==> config.mk <==
export PLATFORM = sky130hd
export DESIGN_NAME = chi_slice_stage
export DESIGN_NICKNAME = d
export VERILOG_FILES = /design/src/rtl/chi_slice_stage.sv
export SDC_FILE = /design/constraint.sdc
export NUM_CORES = 1
export LEC_CHECK = 0
export ABC_CLOCK_PERIOD_IN_PS = 2450
export CELL_PAD_IN_SITES_DETAIL_PLACEMENT = 1
export CELL_PAD_IN_SITES_GLOBAL_PLACEMENT = 1
export CORE_ASPECT_RATIO = 1.5
export CORE_MARGIN = 3
export CORE_UTILIZATION = 26
export CTS_CLUSTER_SIZE = 8
export DETAILED_ROUTE_END_ITERATION = 12
export HOLD_SLACK_MARGIN = 0.05
export PLACE_DENSITY_LB_ADDON = 0.2
export SETUP_SLACK_MARGIN = 0.5
export SYNTH_ARGS = -nofsm -noshare
export SYNTH_HDL_FRONTEND = slang
export SYNTH_SLANG_ARGS = --single-unit
==> constraint.sdc <==
create_clock -name clk -period 2.45 [get_ports clk]
set_input_delay 0.245 -clock clk [delete_from_list [all_inputs] [get_ports clk]]
set_output_delay 0.245 -clock clk [all_outputs]
set_load 0.02 [all_outputs]
==> src/rtl/chi_slice_stage.sv <==
// rtl/chi_slice_stage.sv - Keccak chi step over the 64 slices of a round state
// Streams slices from the source memory and writes chi(slice) one cycle later.
module chi_slice_stage #(
  parameter int N_SLICES = 64,
  parameter int ADDR_W   = 6,
  parameter int SLICE_W  = 25
) (
  input  logic               clk,
  input  logic               rst,
  input  logic               start,
  output logic               rd_en,
  output logic [ADDR_W-1:0]  rd_addr,
  input  logic [SLICE_W-1:0] rd_data,
  output logic               wr_en,
  output logic [ADDR_W-1:0]  wr_addr,
  output logic [SLICE_W-1:0] wr_data,
  output logic               busy,
  output logic               ready
);

  typedef enum logic [2:0] {
    S_IDLE,
    S_WAIT,
    S_RUN,
    S_DRAIN,
    S_DONE
  } state_t;

  localparam logic [ADDR_W-1:0] LAST = ADDR_W'(N_SLICES - 1);

  state_t             state, state_nx;
  logic [ADDR_W-1:0]  cnt;
  logic               wr_en_q;
  logic [ADDR_W-1:0]  wr_addr_q;

  // Row-wise chi on a 5x5 plane, bit index 5*y + x.
  function automatic logic [SLICE_W-1:0] chi(input logic [SLICE_W-1:0] s);
    logic [SLICE_W-1:0] r;
    r = '0;
    for (int y = 0; y < 5; y++) begin
      for (int x = 0; x < 5; x++) begin
        r[5*y + x] = s[5*y + x] ^ (~s[5*y + (x + 1) % 5] & s[5*y + (x + 2) % 5]);
      end
    end
    return r;
  endfunction

  always_ff @(posedge clk) begin
    if (!rst) begin
      state     <= S_IDLE;
      cnt       <= '0;
      wr_en_q   <= 1'b0;
      wr_addr_q <= '0;
    end else begin
      state     <= state_nx;
      wr_en_q   <= rd_en;
      wr_addr_q <= rd_addr;
      if (state == S_WAIT)
        cnt <= '0;
      else if (state == S_RUN)
        cnt <= cnt + 1'b1;
    end
  end

  always_comb begin
    state_nx = state;
    rd_en    = 1'b0;
    rd_addr  = '0;
    busy     = 1'b0;
    ready    = 1'b0;
    case (state)
      S_IDLE: begin
        if (start) state_nx = S_WAIT;
      end
      S_WAIT: begin
        busy = 1'b1;
        if (!start) state_nx = S_RUN;
      end
      S_RUN: begin
        busy    = 1'b1;
        rd_en   = 1'b1;
        rd_addr = cnt;
        if (cnt == LAST) state_nx = S_DRAIN;
      end
      S_DRAIN: begin
        busy     = 1'b1;
        state_nx = S_DONE;
      end
      S_DONE: begin
        busy     = 1'b1;
        ready    = 1'b1;
        state_nx = S_IDLE;
      end
      default: state_nx = S_IDLE;
    endcase
  end

  // rd_data is only meaningful the cycle after a read, so gate it with wr_en.
  assign wr_en   = wr_en_q;
  assign wr_addr = wr_addr_q;
  assign wr_data = wr_en_q ? chi(rd_data) : '0;

endmodule

# Word-level counts from Yosys, hierarchy flattened
# Cells that the tools add are included.
[totals]
reg_bits = 16
inputBits = 28
output_inout_bits = 41
wordCells = 102
[op_classes]
n_reduce_logical = 4
eq_ne = 8
mux = 9
addsub = 1
n_bitwise = 76
[ops]
columns = ["op", "count"]
rows = [
  ["inverter 1 bit", 26],
  ["AND 1 bit", 25],
  ["2-to-1 mux 25 bit", 1],
  ["bitwise XOR 1 bit", 25],
  ["case mux 3 bit (4 select lines)", 1],
  ["2-to-1 mux 3 bit", 3],
  ["adder 6 x 1 -> 6 bit (second input constant)", 1],
  ["equality test 3 x 2 -> 1 bit (second input constant)", 2],
  ["equality test 6 bit (second input constant)", 1],
  ["2-to-1 mux 6 bit", 1],
  ["!= test 2 bit (second input constant)", 2],
  ["OR reduction 4 bit", 1],
  ["equality test 3 x 1 -> 1 bit (second input constant)", 1],
  ["equality test 3 bit (second input constant)", 1],
  ["logical NOT 3 bit", 1],
  ["2-to-1 mux 1 bit", 3],
  ["AND reduction 3 bit", 1],
  ["!= test 2 x 1 -> 1 bit (second input constant)", 1],
  ["OR reduction 2 bit", 1],
]

# Longest topological paths before layout
[depth]
ltp_word = 4
mapped_depth = 4
depth_no_buf = 4

# Worst setup path before layout
# OpenSTA, ideal clock, no wires.
[synth_path]
path_type = "flip-flop to output port"
from = "register state[1]"
to = "output port rd_addr[0]"
setup_slack_ps = 861
required_time_ps = 2205
t_arrival_ps = 1344
path_buffers = 1
stages_incl_launch_ff = 4
cell_sequence = "dfxtp_1 -> buf_2 -> nor3b_2 -> and2_1"
[synth_via]
elab_chain_len = 2
[synth_lines]
columns = ["element", "line", "rtl"]
rows = [
  ["start: declaration", "31", "state_t state, state_nx;"],
  ["start signal: assignment", "55", "state <= state_nx;"],
  ["equality test 3 x 2 -> 1 bit", "71", "case (state)"],
  ["2-to-1 mux 6 bit", "71", ""],
  ["end: declaration", "12", "output logic [ADDR_W-1:0] rd_addr,"],
]
# Every way passes these cells.

# Worst setup path in the final report
[layout_path]
from = "register state[1]"
to = "output port rd_en"
[layout_via]
elab_chain_len = 2
[layout_lines]
columns = ["element", "line", "rtl"]
rows = [
  ["equality test 3 x 2 -> 1 bit", "71", ""],
  ["2-to-1 mux 1 bit", "71", ""],
  ["end: declaration", "11", "output logic rd_en,"],
]
# Every way passes these cells.

==> run metrics <==
status=finished clean; CTS tree=done; n_diodes=0; Net count, final=251; Wirelength per Cell=~13 µm; Routed Antenna Nets=0; HPWL Detailed=~3200 µm; Slew @ Worst Pin=about 0.7 ns; Clock Path Buffers=2; Final Util=0.443; Slew Viols, Final=0; antenna violations before repair=0; Final Setup Violations=0; IO buf count=between 60 and 70; startpoint types=register; Crit Path Category=reg2out; number of global-route vias before repair=approximately 1300; Row Count=30; core box area=around 0.0046 mm²; Synthesized Nets=180; Hold Path Class=reg2reg; Ports=between 60 and 70; sequential share of the synthesized area=0.258; most frequent cells in the layout=clkdlybuf4s50_1 (38), and2_1 (37), dlygate4sd2_1 (29); routed vias/inst=roughly 4.3; Initial Util=0.271; drt first-iter violations=52; Fmax=between 0.5 and 0.6 GHz; placer congestion estimate=0.719; Clock transition at path regs=around 0.060 ns; DRT Wirelength=approximately 3800 µm; Die X=62.4 µm; Tcrit/Tclk final=0.761; unrepaired setup endpoints after global routing=no; number of max-cap violations=0; worst path required time=around 2.2 ns; Critical Path Fanout Max=10; largest net degree at the start of global routing=27; Root Buffer=clkbuf_8; cells along the critical path=nor3b_4 > buf_4 > clkdlybuf4s50_1; TritonRoute pass-1 iters=4; layout cells sized above 1=0.0633; commonest non-fill, non-tap cell in the layout=clkdlybuf4s50_1; synthesized instance count=roughly 150; maximum VDD drop=approximately 0.28 mV; delay-heaviest family, CP=buffers and inverters; All-Layer GR Usage=0.137; DRC Markers=0; Die Y=90.6 µm; Syn Std Cell Area=about 0.0012 mm²; number of synthesized register bits=16; max incr delay on CP=roughly 0.60 ns; Fin. Hold Viols=0; clock skew=between 0.002 and 0.003 ns; Worst EP arrival=1.62 ns; # clock sinks=16; pwr dens=332 mW/mm²; Synth Warn #=0; Final Cell Area=0.00203 mm²; Vias=~1200; Critical Path Sink Type=output port; remaining global-route overflow=0; mean post-synth cell area=roughly 8 µm²; H-tree levels=1; min Tclk post-route=1.86 ns; worst skew pair latency=0.25 ns; Num CTS Buffers=3; Buffers & Inverters on Critical Path=2; Synth-to-Final Area Change=63.5%; Leak Pwr=roughly 0.9 nW; die area=0.00565 mm²; first-pass GRT wire length=about 6300 µm; area post-placement=between 0.0015 and 0.002 mm²; Yosys cell types=25; CP max-delay cell=clkdlybuf4s50_1; Max-slew headroom=0.538; setup_tns=0 ns
-- synth_stat cells (all sizes together) --
cell type   n  area (µm²)
nor4bb      1        10.0
nor4        2        18.8
o21ai       2        10.0
or4         2        15.0
clkbuf      2        7.51
ha          1        12.5
a21oi       7        35.0
nor2        4        15.0
nand2b     27         169
xnor2      27         236
mux2i       1        10.0
and2       37         231
nand4bb     1        27.5
o32ai       1        8.76
or3         2        12.5
nand2       7        26.3
nor3b       2        20.0
buf         3        23.8
inv         4        15.0
o31ai       2        15.0
dfxtp      16         320
-- logic make-up after synthesis --
group | share of synthesized area
flops | 0.258
mux | 0.00807
simple gates | 0.440
xor+xnor | 0.191
compound gates | 0.0555
fa+ha+maj | 0.0101
buf+inv | 0.0373
-- per-stage QoR --
step	setup WS (ns)	total power [mW]	instances	hold WS, ns
2_1_floorplan	0.861	0.361	151	0.387
3_3_place_gp	0.400	0.440	278	0.504
3_5_place_dp	0.296	0.447	278	0.513
4_1_cts	0.456	0.681	285	0.524
5_1_grt	0.523	0.704	285	0.544
6_report	0.587	0.672	285	0.523
-- sequential cells by signal, summed over array words and instances, names as in the netlist --
name / flops
cnt: 6
state: 3
wr_addr: 6
wr_en: 1
-- worst register-to-register path: stages, from the launching register on --
cell	delay [ns]
dfxtp_2	0.37
nand4bb_4	0.28
or4_1	0.52
a21oi_1	0.15
-- worst paths after layout --
path	slack, ns	cells past startpoint	startpoint	end
worst min-delay path	0.52	1	cnt[4]	wr_addr[4]
worst max-delay path	0.59	3	state[1]	rd_en
worst max register to register	1.06	3	state[0]	cnt[5]
worst min register to register	0.52	1	cnt[4]	wr_addr[4]
-- power breakdown --
group,internal (mW),switching (mW)
logic,0.0985,0.0672
registers,0.263,0.00869
clock network,0.143,0.0917
-- routing by layer --
layer	vias to the layer above	GRT usage	routed length (µm)
li1	623	-	-
met1	567	0.146	1480
met2	41	0.270	2080
met3	4	0.0212	164
met4	0	0.0387	46
met5	-	0	0
-- cell type report --
| cell class | instances | area, µm² |
|---|---|---|
| repair buffers | 71 | 669 |
| inverters | 4 | 15.0 |
| fillers | 565 | 2550 |
| flip-flops and latches | 16 | 328 |
| multi-input cells | 126 | 880 |
| clock buffers | 4 | 55.1 |
| well taps | 64 | 80.1 |
-- timing repair --
item                                   in CTS  in global routing
hold buffers                                0                  0
setup endpoints to repair                  33                  4
setup buffers                               3                  0
endpoints found under the hold margin       0                  0
resized for setup                          34                  2
Note: power is estimated with default switching activity, not from simulation.
